File: src/rtl/snn_pkg.sv
// snn_pkg: shared widths, weight type and unsigned saturation for the SNN datapath
package snn_pkg;
  localparam int ISYN_W = 8;
  localparam int WEIGHT_W = 8;
  localparam int ACC_MAX_W = 16;
  typedef logic signed [WEIGHT_W-1:0] weight_t;
  function automatic logic [ISYN_W-1:0] sat_u8(input logic signed [ACC_MAX_W-1:0] a);
    return (a < 0) ? '0 : (a > 16'sd255) ? '1 : a[ISYN_W-1:0];
  endfunction
endpackage

File: src/rtl/syn_weight_bank.sv
// syn_weight_bank: N_IN signed weights, one write port, all weights readable in parallel
//   clk, rst_n : clock, asynchronous active-low reset (weights return to WEIGHT_RST)
//   we/addr/data : write strobe, index, signed value; indices >= N_IN are ignored
//   weights    : every weight, combinationally visible
module syn_weight_bank import snn_pkg::*; #(
  parameter int N_IN = 4,
  parameter weight_t WEIGHT_RST = 8'sd16,
  localparam int AW = (N_IN > 1) ? $clog2(N_IN) : 1
) (
  input  logic          clk,
  input  logic          rst_n,
  input  logic          we,
  input  logic [AW-1:0] addr,
  input  weight_t       data,
  output weight_t       weights [N_IN]
);
  // per-entry address match leaves out-of-range indices with no target
  for (genvar i = 0; i < N_IN; i++) begin : g_w
    always_ff @(posedge clk or negedge rst_n)
      if (!rst_n) weights[i] <= WEIGHT_RST;
      else if (we && addr == AW'(i)) weights[i] <= data;
  end
endmodule

File: src/rtl/synapse_integrator.sv
// synapse_integrator: sums weights of registered spikes into a leaky, saturating 8-bit current
//   clk, rst_n : clock, asynchronous active-low reset
//   ena        : advance enable; low holds spike register, decay counter and isyn
//   pre_spike  : presynaptic spike levels
//   wt_we/wt_addr/wt_data : weight write port, active regardless of ena
//   isyn       : registered synaptic current 0..255
module synapse_integrator import snn_pkg::*; #(
  parameter int N_IN = 4,
  parameter int DECAY_SHIFT = 3,
  parameter int DECAY_PERIOD = 4,
  parameter weight_t WEIGHT_RST = 8'sd16,
  localparam int AW = (N_IN > 1) ? $clog2(N_IN) : 1
) (
  input  logic              clk,
  input  logic              rst_n,
  input  logic              ena,
  input  logic [N_IN-1:0]   pre_spike,
  input  logic              wt_we,
  input  logic [AW-1:0]     wt_addr,
  input  logic [7:0]        wt_data,
  output logic [ISYN_W-1:0] isyn
);
  // wide enough for N_IN full-scale weights plus isyn and sign, so only the result clamps
  localparam int ACC_W = WEIGHT_W + $clog2(N_IN) + 2;
  localparam int DCW = (DECAY_PERIOD > 1) ? $clog2(DECAY_PERIOD) : 1;
  logic [N_IN-1:0] spk_q;
  logic [DCW-1:0] dcnt;
  weight_t weights [N_IN];
  logic signed [ACC_W-1:0] sum, acc;
  logic [ISYN_W-1:0] shr, dec;
  logic tick;
  syn_weight_bank #(.N_IN(N_IN), .WEIGHT_RST(WEIGHT_RST)) u_bank (
    .clk(clk), .rst_n(rst_n), .we(wt_we), .addr(wt_addr), .data(wt_data), .weights(weights)
  );
  always_comb begin
    sum = '0;
    for (int i = 0; i < N_IN; i++) sum += spk_q[i] ? ACC_W'(weights[i]) : '0;
  end
  assign tick = ena && dcnt == DCW'(DECAY_PERIOD - 1);
  assign shr = isyn >> DECAY_SHIFT;
  // a floor of 1 keeps small currents draining all the way to zero
  assign dec = (tick && isyn != '0) ? ((shr == '0) ? ISYN_W'(1) : shr) : '0;
  assign acc = $signed(ACC_W'(isyn)) - $signed(ACC_W'(dec)) + sum;
  always_ff @(posedge clk or negedge rst_n)
    if (!rst_n) begin
      spk_q <= '0;
      dcnt <= '0;
      isyn <= '0;
    end else if (ena) begin
      spk_q <= pre_spike;
      dcnt <= tick ? '0 : dcnt + 1'b1;
      isyn <= sat_u8(ACC_MAX_W'(acc));
    end
endmodule

File: config.mk
export PLATFORM = sky130hd
export DESIGN_NAME = synapse_integrator
export DESIGN_NICKNAME = d
export VERILOG_FILES = /design/src/rtl/snn_pkg.sv /design/src/rtl/syn_weight_bank.sv /design/src/rtl/synapse_integrator.sv
export SDC_FILE = /design/constraint.sdc
export NUM_CORES = 1
export LEC_CHECK = 0
export ABC_AREA = 1
export CORE_ASPECT_RATIO = 0.7
export CORE_MARGIN = 1
export CORE_UTILIZATION = 35
export CTS_BUF_LIST = sky130_fd_sc_hd__clkbuf_8
export DETAILED_ROUTE_END_ITERATION = 10
export PLACE_DENSITY = 0.49
export SLEW_MARGIN = 20
export SYNTH_ARGS = -nofsm -noshare
export SYNTH_HDL_FRONTEND = slang
export SYNTH_SLANG_ARGS = --single-unit
export TNS_END_PERCENT = 100
File: constraint.sdc
create_clock -name clk -period 7.57 [get_ports clk]
set_clock_uncertainty 0.05 [all_clocks]
set_input_delay 2.271 -clock clk [delete_from_list [all_inputs] [get_ports clk]]
set_output_delay 2.271 -clock clk [all_outputs]
set_load 0.005 [all_outputs]
* After elaboration in Yosys (flattened, before gate mapping)
Cells that the tools add are included.
Widths: inputs -> output; s select.
** Storage, ports and cells
- Flip-flop bits (word level) :: 46
- Output and inout port bits :: 8
- Logic and storage cells :: 37
** Operators by class
- Add/sub/neg operators :: 6
- Order comparisons :: 2
- Equal/unequal tests :: 4
- Muxes and demuxes :: 9
- Reduce and logical (&&, ||, !) cells :: 9
** Operator list (number)
- $mux 12 :: 4
- $add 12x12->12 :: 3
- $mux 8 :: 2
- $add 9x12->12 :: 1
- $gt 12x9->1 const B :: 1
- $lt 12x1->1 const B :: 1
- $mux 5 :: 2
- $sub 8x5->9 :: 1
- $logic_not 8->1 :: 1
- $reduce_bool 8->1 :: 1
- $eq 2x2->1 const B :: 3
- $logic_and 1x1->1 :: 6
- $add 2x1->2 const B :: 1
- $eq 2x1->1 const B :: 1
- $logic_not 2->1 :: 1
- $mux 2 :: 1

* Depth between registers and ports, before layout
- Word-level depth :: 9
- Depth in mapped cells :: 27

* Modules after synthesis
From an unflattened synthesis, not the netlist that was laid out.
** Unflattened totals
- Cell total of the unflattened synthesis :: 469
- Area, all modules :: 3736.1 µm²
** Modules (own cells, without submodules)
- synapse_integrator :: instances 1, cells each 326, area an instance 2294.7 µm²
- syn_weight_bank :: instances 1, cells each 143, area an instance 1441.4 µm²

* Least setup slack after synthesis
No wires, ideal clock.
- Kind :: input port to flip-flop
- From :: input port ena
- To :: register isyn[0]
- Setup time :: 116 ps
- Arrival time :: 5647 ps
- Data required time :: 7404 ps
- Path slack :: 1757 ps
- Stages :: 23
- Path buffers :: 1
- Cells stage by stage :: clkbuf_1 > nand3_1 > nor2_1 > ha_1 > inv_1 > fa_1 > a21oi_1 > o21ai_0 > nand2_1 > nand2_1 > nor3_1 > fa_1 > ha_1 > nand2_2 > inv_1 > a21oi_1 > nand3_2 > nand2_4 > nor2_4 > nor2_4 > nand3_1 > nand2_1 > nand2_1
** Between the ends
- Word-level cells in the longest chain between the ends :: 8
- Elaborated cells between the ends (all ways) :: 9
- Classes of those cells :: add/sub (2); order compare (2); mux (3); reduce/logical (2)
** Ends and longest elaborated chain
- start: declaration :: RTL line synapse_integrator.sv:16 : input logic ena,
- $logic_and 1x1->1 :: RTL line synapse_integrator.sv:39 : assign tick = ena && dcnt == DCW'(DECAY_PERIOD - 1);
- $logic_and 1x1->1 :: RTL line synapse_integrator.sv:42 : assign dec = (tick && isyn != '0) ? ((shr == '0) ? ISYN_W'(1) : shr) : '0;
- $mux 5 :: RTL line synapse_integrator.sv:42
- $sub 8x5->9 :: RTL line synapse_integrator.sv:43 : assign acc = $signed(ACC_W'(isyn)) - $signed(ACC_W'(dec)) + sum;
- $add 9x12->12 :: RTL line synapse_integrator.sv:43
- $gt 12x9->1 :: RTL line snn_pkg.sv:8 : return (a < 0) ? '0 : (a > 16'sd255) ? '1 : a[ISYN_W-1:0];
- $mux 8 (2 in a row) :: RTL line snn_pkg.sv:8
- end signal: assignment :: RTL line synapse_integrator.sv:52 : isyn <= sat_u8(ACC_MAX_W'(acc));
- end: declaration :: RTL line synapse_integrator.sv:21 : output logic [ISYN_W-1:0] isyn
Several ways; a longest one is shown, not always the timed one.
A chain may end at the register's enable or synchronous reset.

* Worst setup path in the final report
- From :: input port ena
- To :: register isyn[5]
Same word-level chain as after synthesis.

==> results.json <==
{
  "drc": 0,
  "finalNetCount": 524,
  "cts_buffer_depth": 2,
  "yosys_warnings": 0,
  "r2r_start": "isyn[6]",
  "setup.worst_path.class": "in2reg",
  "dieWidth_um": 121,
  "grt_pass1_wl_mm": 13.4,
  "grt.busiest_layer": "met1",
  "ys_ff_latch": 46,
  "die_h_um": 85.1,
  "insertion_delay_ps": 310,
  "hold_path.class": "reg2reg",
  "synth_xor_area_frac": 0.0254,
  "leakage_uw": 0.00216,
  "synth_compound_gate_area_share": 0.0693,
  "setup_slack_ps": 1250,
  "worstPathRequired_ps": 7720,
  "setup_viol": 0,
  "core_sq_um": 9330,
  "routed_wl_mm": 7.41,
  "cts.htree.levels": 2,
  "post-route-min-period_ps": 6320,
  "finalPower_uw": 1830,
  "cp_max_fo": 8,
  "grt_usage": 0.168,
  "synthDominantCellAreaShare": 0.305,
  "p_seq_frac": 0.203,
  "internal-power_uw": 912,
  "path_cells": "clkdlybuf4s50_1, nand3_1, nor2_1, ha_1, inv_1, fa_1, a21oi_1, o21ai_0, nand2_1, nand2_1, nor3_1, fa_1, ha_1, a21o_1, nor2_1, nand3_2, nand2_1, inv_2, nor2_4, nand3_1, nand2_1, nand2_1",
  "io_pins": 26,
  "use_met3": 0.0329,
  "powerDensity_nw_per_um2": 466,
  "whs_path_depth": 1,
  "cp_top_family": "simple AND/OR/NAND/NOR gates",
  "synth_cell_types": 24,
  "synth_nets": 502,
  "period_share": 0.835,
  "drive_gt1_frac": 0.0628,
  "drv_slew": 0,
  "cts_sinks": 46,
  "cts_root_buf": "clkbuf_8",
  "tritoncts.num_buffers": 5,
  "yosys.area_share.simple": 0.254,
  "dp_hpwl_mm": 5.82,
  "antenna_found_initial": 0,
  "first_pass_iters": 4,
  "min-delay-start": "dcnt[0]",
  "yosysSeqAreaShare": 0.335,
  "start_util": 0.370,
  "synth_edf_count": 0,
  "rr_worst_depth": 22,
  "n_antenna_cell": 0,
  "port-buffer-count": 25,
  "synthMuxAreaShare": 0,
  "num_vias": 2620,
  "num_rows": 29,
  "slowest_delay_ps": 600,
  "regToRegEndpoint": "isyn[5]",
  "crit_top_cell": "nand2_1",
  "cap_violations": 0,
  "max_freq_ghz": 0.158,
  "area_delta_synth_final_pct": 13.8,
  "cts_hold_buf": 0,
  "grt_pass1_vias": 2721,
  "tightestPinTransition_ps": 625,
  "synth_cells": 439,
  "hold_viol_final": 0,
  "critPathLaunchType": "input pin",
  "status": "finished clean",
  "maxSlewHeadroom": 0.582,
  "yosys-top-cells-count": "nand2_1 (155), inv_1 (75), dfrtp_1 (42)",
  "ys_async_sr_fraction": 1.00,
  "grt_overflow": 0,
  "drt-vias-per-instance": 4.47,
  "cts_tree": "yes",
  "p_clk_frac": 0.103,
  "syn-cell-area_sq_um": 3450,
  "sw_frac_of_total": 0.501,
  "antenna_left": 0,
  "grt_use_met2": 0.249,
  "worstPathArrival_ps": 6480,
  "syn_area_per_cell_sq_um": 7.86,
  "cp_num_buf_inv": 3,
  "vdd_drop_max_mv": 0.261,
  "routedWlPerCell_um": 12.6,
  "gr-usage-met1": 0.253,
  "hold_path_end": "dcnt[0]",
  "yosysMostFrequentCell": "nand2_1",
  "rsz0062_at_grt": "false",
  "postCtsResizedCells": 0,
  "synth.area.top_cells": "dfrtp_1 (30%), nand2_1 (17%), fa_1 (16%)",
  "gp_congestion": 0.779,
  "rrSetupSlack_ps": 2860,
  "grt_max_degree": 47,
  "yosysTopAreaCell": "dfrtp_1",
  "postCtsSetupRepairBufs": 0,
  "p_switching_uw": 915,
  "clkTransAtPathRegs_ps": 90,
  "cp-end-kind": "flip-flop",
  "synthFlopType": "dfrtp_1",
  "comb_power_share": 0.694,
  "pre_cts_slack_ps": 886,
  "drtIter0Drc": 130,
  "dieArea_sq_um": 10300,
  "synth_top_family_by_area": "simple AND/OR/NAND/NOR gates",
  "synthAdderAreaFrac": 0.222,
  "cpMaxStageDelayCell": "clkdlybuf4s50_1",
  "fin_setup_tns_ps": 0
}
metal layers:
layer / up-vias / share of wire
li1: 1377 / -
met1: 1208 / 0.55
met2: 29 / 0.41
met3: 6 / 0.031
met4: 0 / 0.0080
met5: - / 0
layout by cell type, fill, tap and decap left out:
| cell type | synthesis | layout |
|---|---|---|
| bufinv_16 | 0 | 1 |
| clkdlybuf4s50_1 | 0 | 24 |
| clkbuf_8 | 0 | 5 |
| inv_1 | 75 | 76 |
| nand2_4 | 2 | 2 |
| o21ai_0 | 33 | 33 |
| fa_1 | 27 | 27 |
| ha_1 | 18 | 18 |
| clkinvlp_4 | 0 | 1 |
| dfstp_2 | 4 | 4 |
| nor2_2 | 2 | 2 |
| a21oi_4 | 1 | 1 |
| nor2_1 | 15 | 15 |
| a21o_1 | 1 | 1 |
| nand3_2 | 3 | 3 |
| xnor2_1 | 2 | 2 |
| inv_2 | 2 | 2 |
| a21oi_1 | 10 | 10 |
| nor3_1 | 1 | 1 |
| nand3_1 | 17 | 17 |
| dfrtp_1 | 42 | 42 |
| nand2_2 | 5 | 5 |
| nor2_4 | 2 | 2 |
| buf_4 | 0 | 1 |
| nand2_1 | 155 | 155 |
| nor4_1 | 2 | 2 |
| xor2_1 | 8 | 8 |
| nand3b_1 | 2 | 2 |
per-stage QoR:
stage          area [sq um]  hold slack, ps  cells   util
2_1_floorplan          3450             396    439      -
3_3_place_gp           3810             416    578  0.409
3_5_place_dp           3810             417    578  0.409
4_1_cts                3920             433    586  0.421
5_1_grt                3930             470    586  0.421
6_report               3930             431    586  0.421
how the worst max path moves through the flow:
stage | start | endpoint | cells past startpoint
6_report | ena | isyn[5] | 22
5_1_grt | ena | isyn[1] | 23
4_1_cts | ena | isyn[5] | 22
3_5_place_dp | ena | isyn[5] | 22
3_3_place_gp | ena | isyn[0] | 22
2_1_floorplan | ena | isyn[0] | 23
logic make-up (layout without fill, tap and decap cells):
family	Yosys count	after routing
simple gates	206	206
buf+inv	87	110
flops	46	46
compound gates	45	45
xor+xnor	10	10
fa+ha+maj	45	45
sequential cells by signal (all words and copies together) (netlist names):
name,cells
dcnt,2
isyn,8
spk_q,4
u_bank.weights,32
power by group through the flow:
stage	Sequential (uW)	Combinational (uW)	Clock (uW)
final	371	1270	189
after global routing	379	1500	208
after CTS	372	1290	195
after detailed placement	376	1280	0
after global placement	375	1280	0
after floorplan	353	1010	0
cell type report:
class / count / area (sq um)
clock inverters: 3 / 41.3
flip-flops and latches: 46 / 1160
clock buffers: 5 / 68.8
well taps: 124 / 155
fillers: 960 / 5400
repair buffers: 25 / 248
inverters: 77 / 289
multi-input cells: 306 / 1970
(Power assumes the default switching activity.)
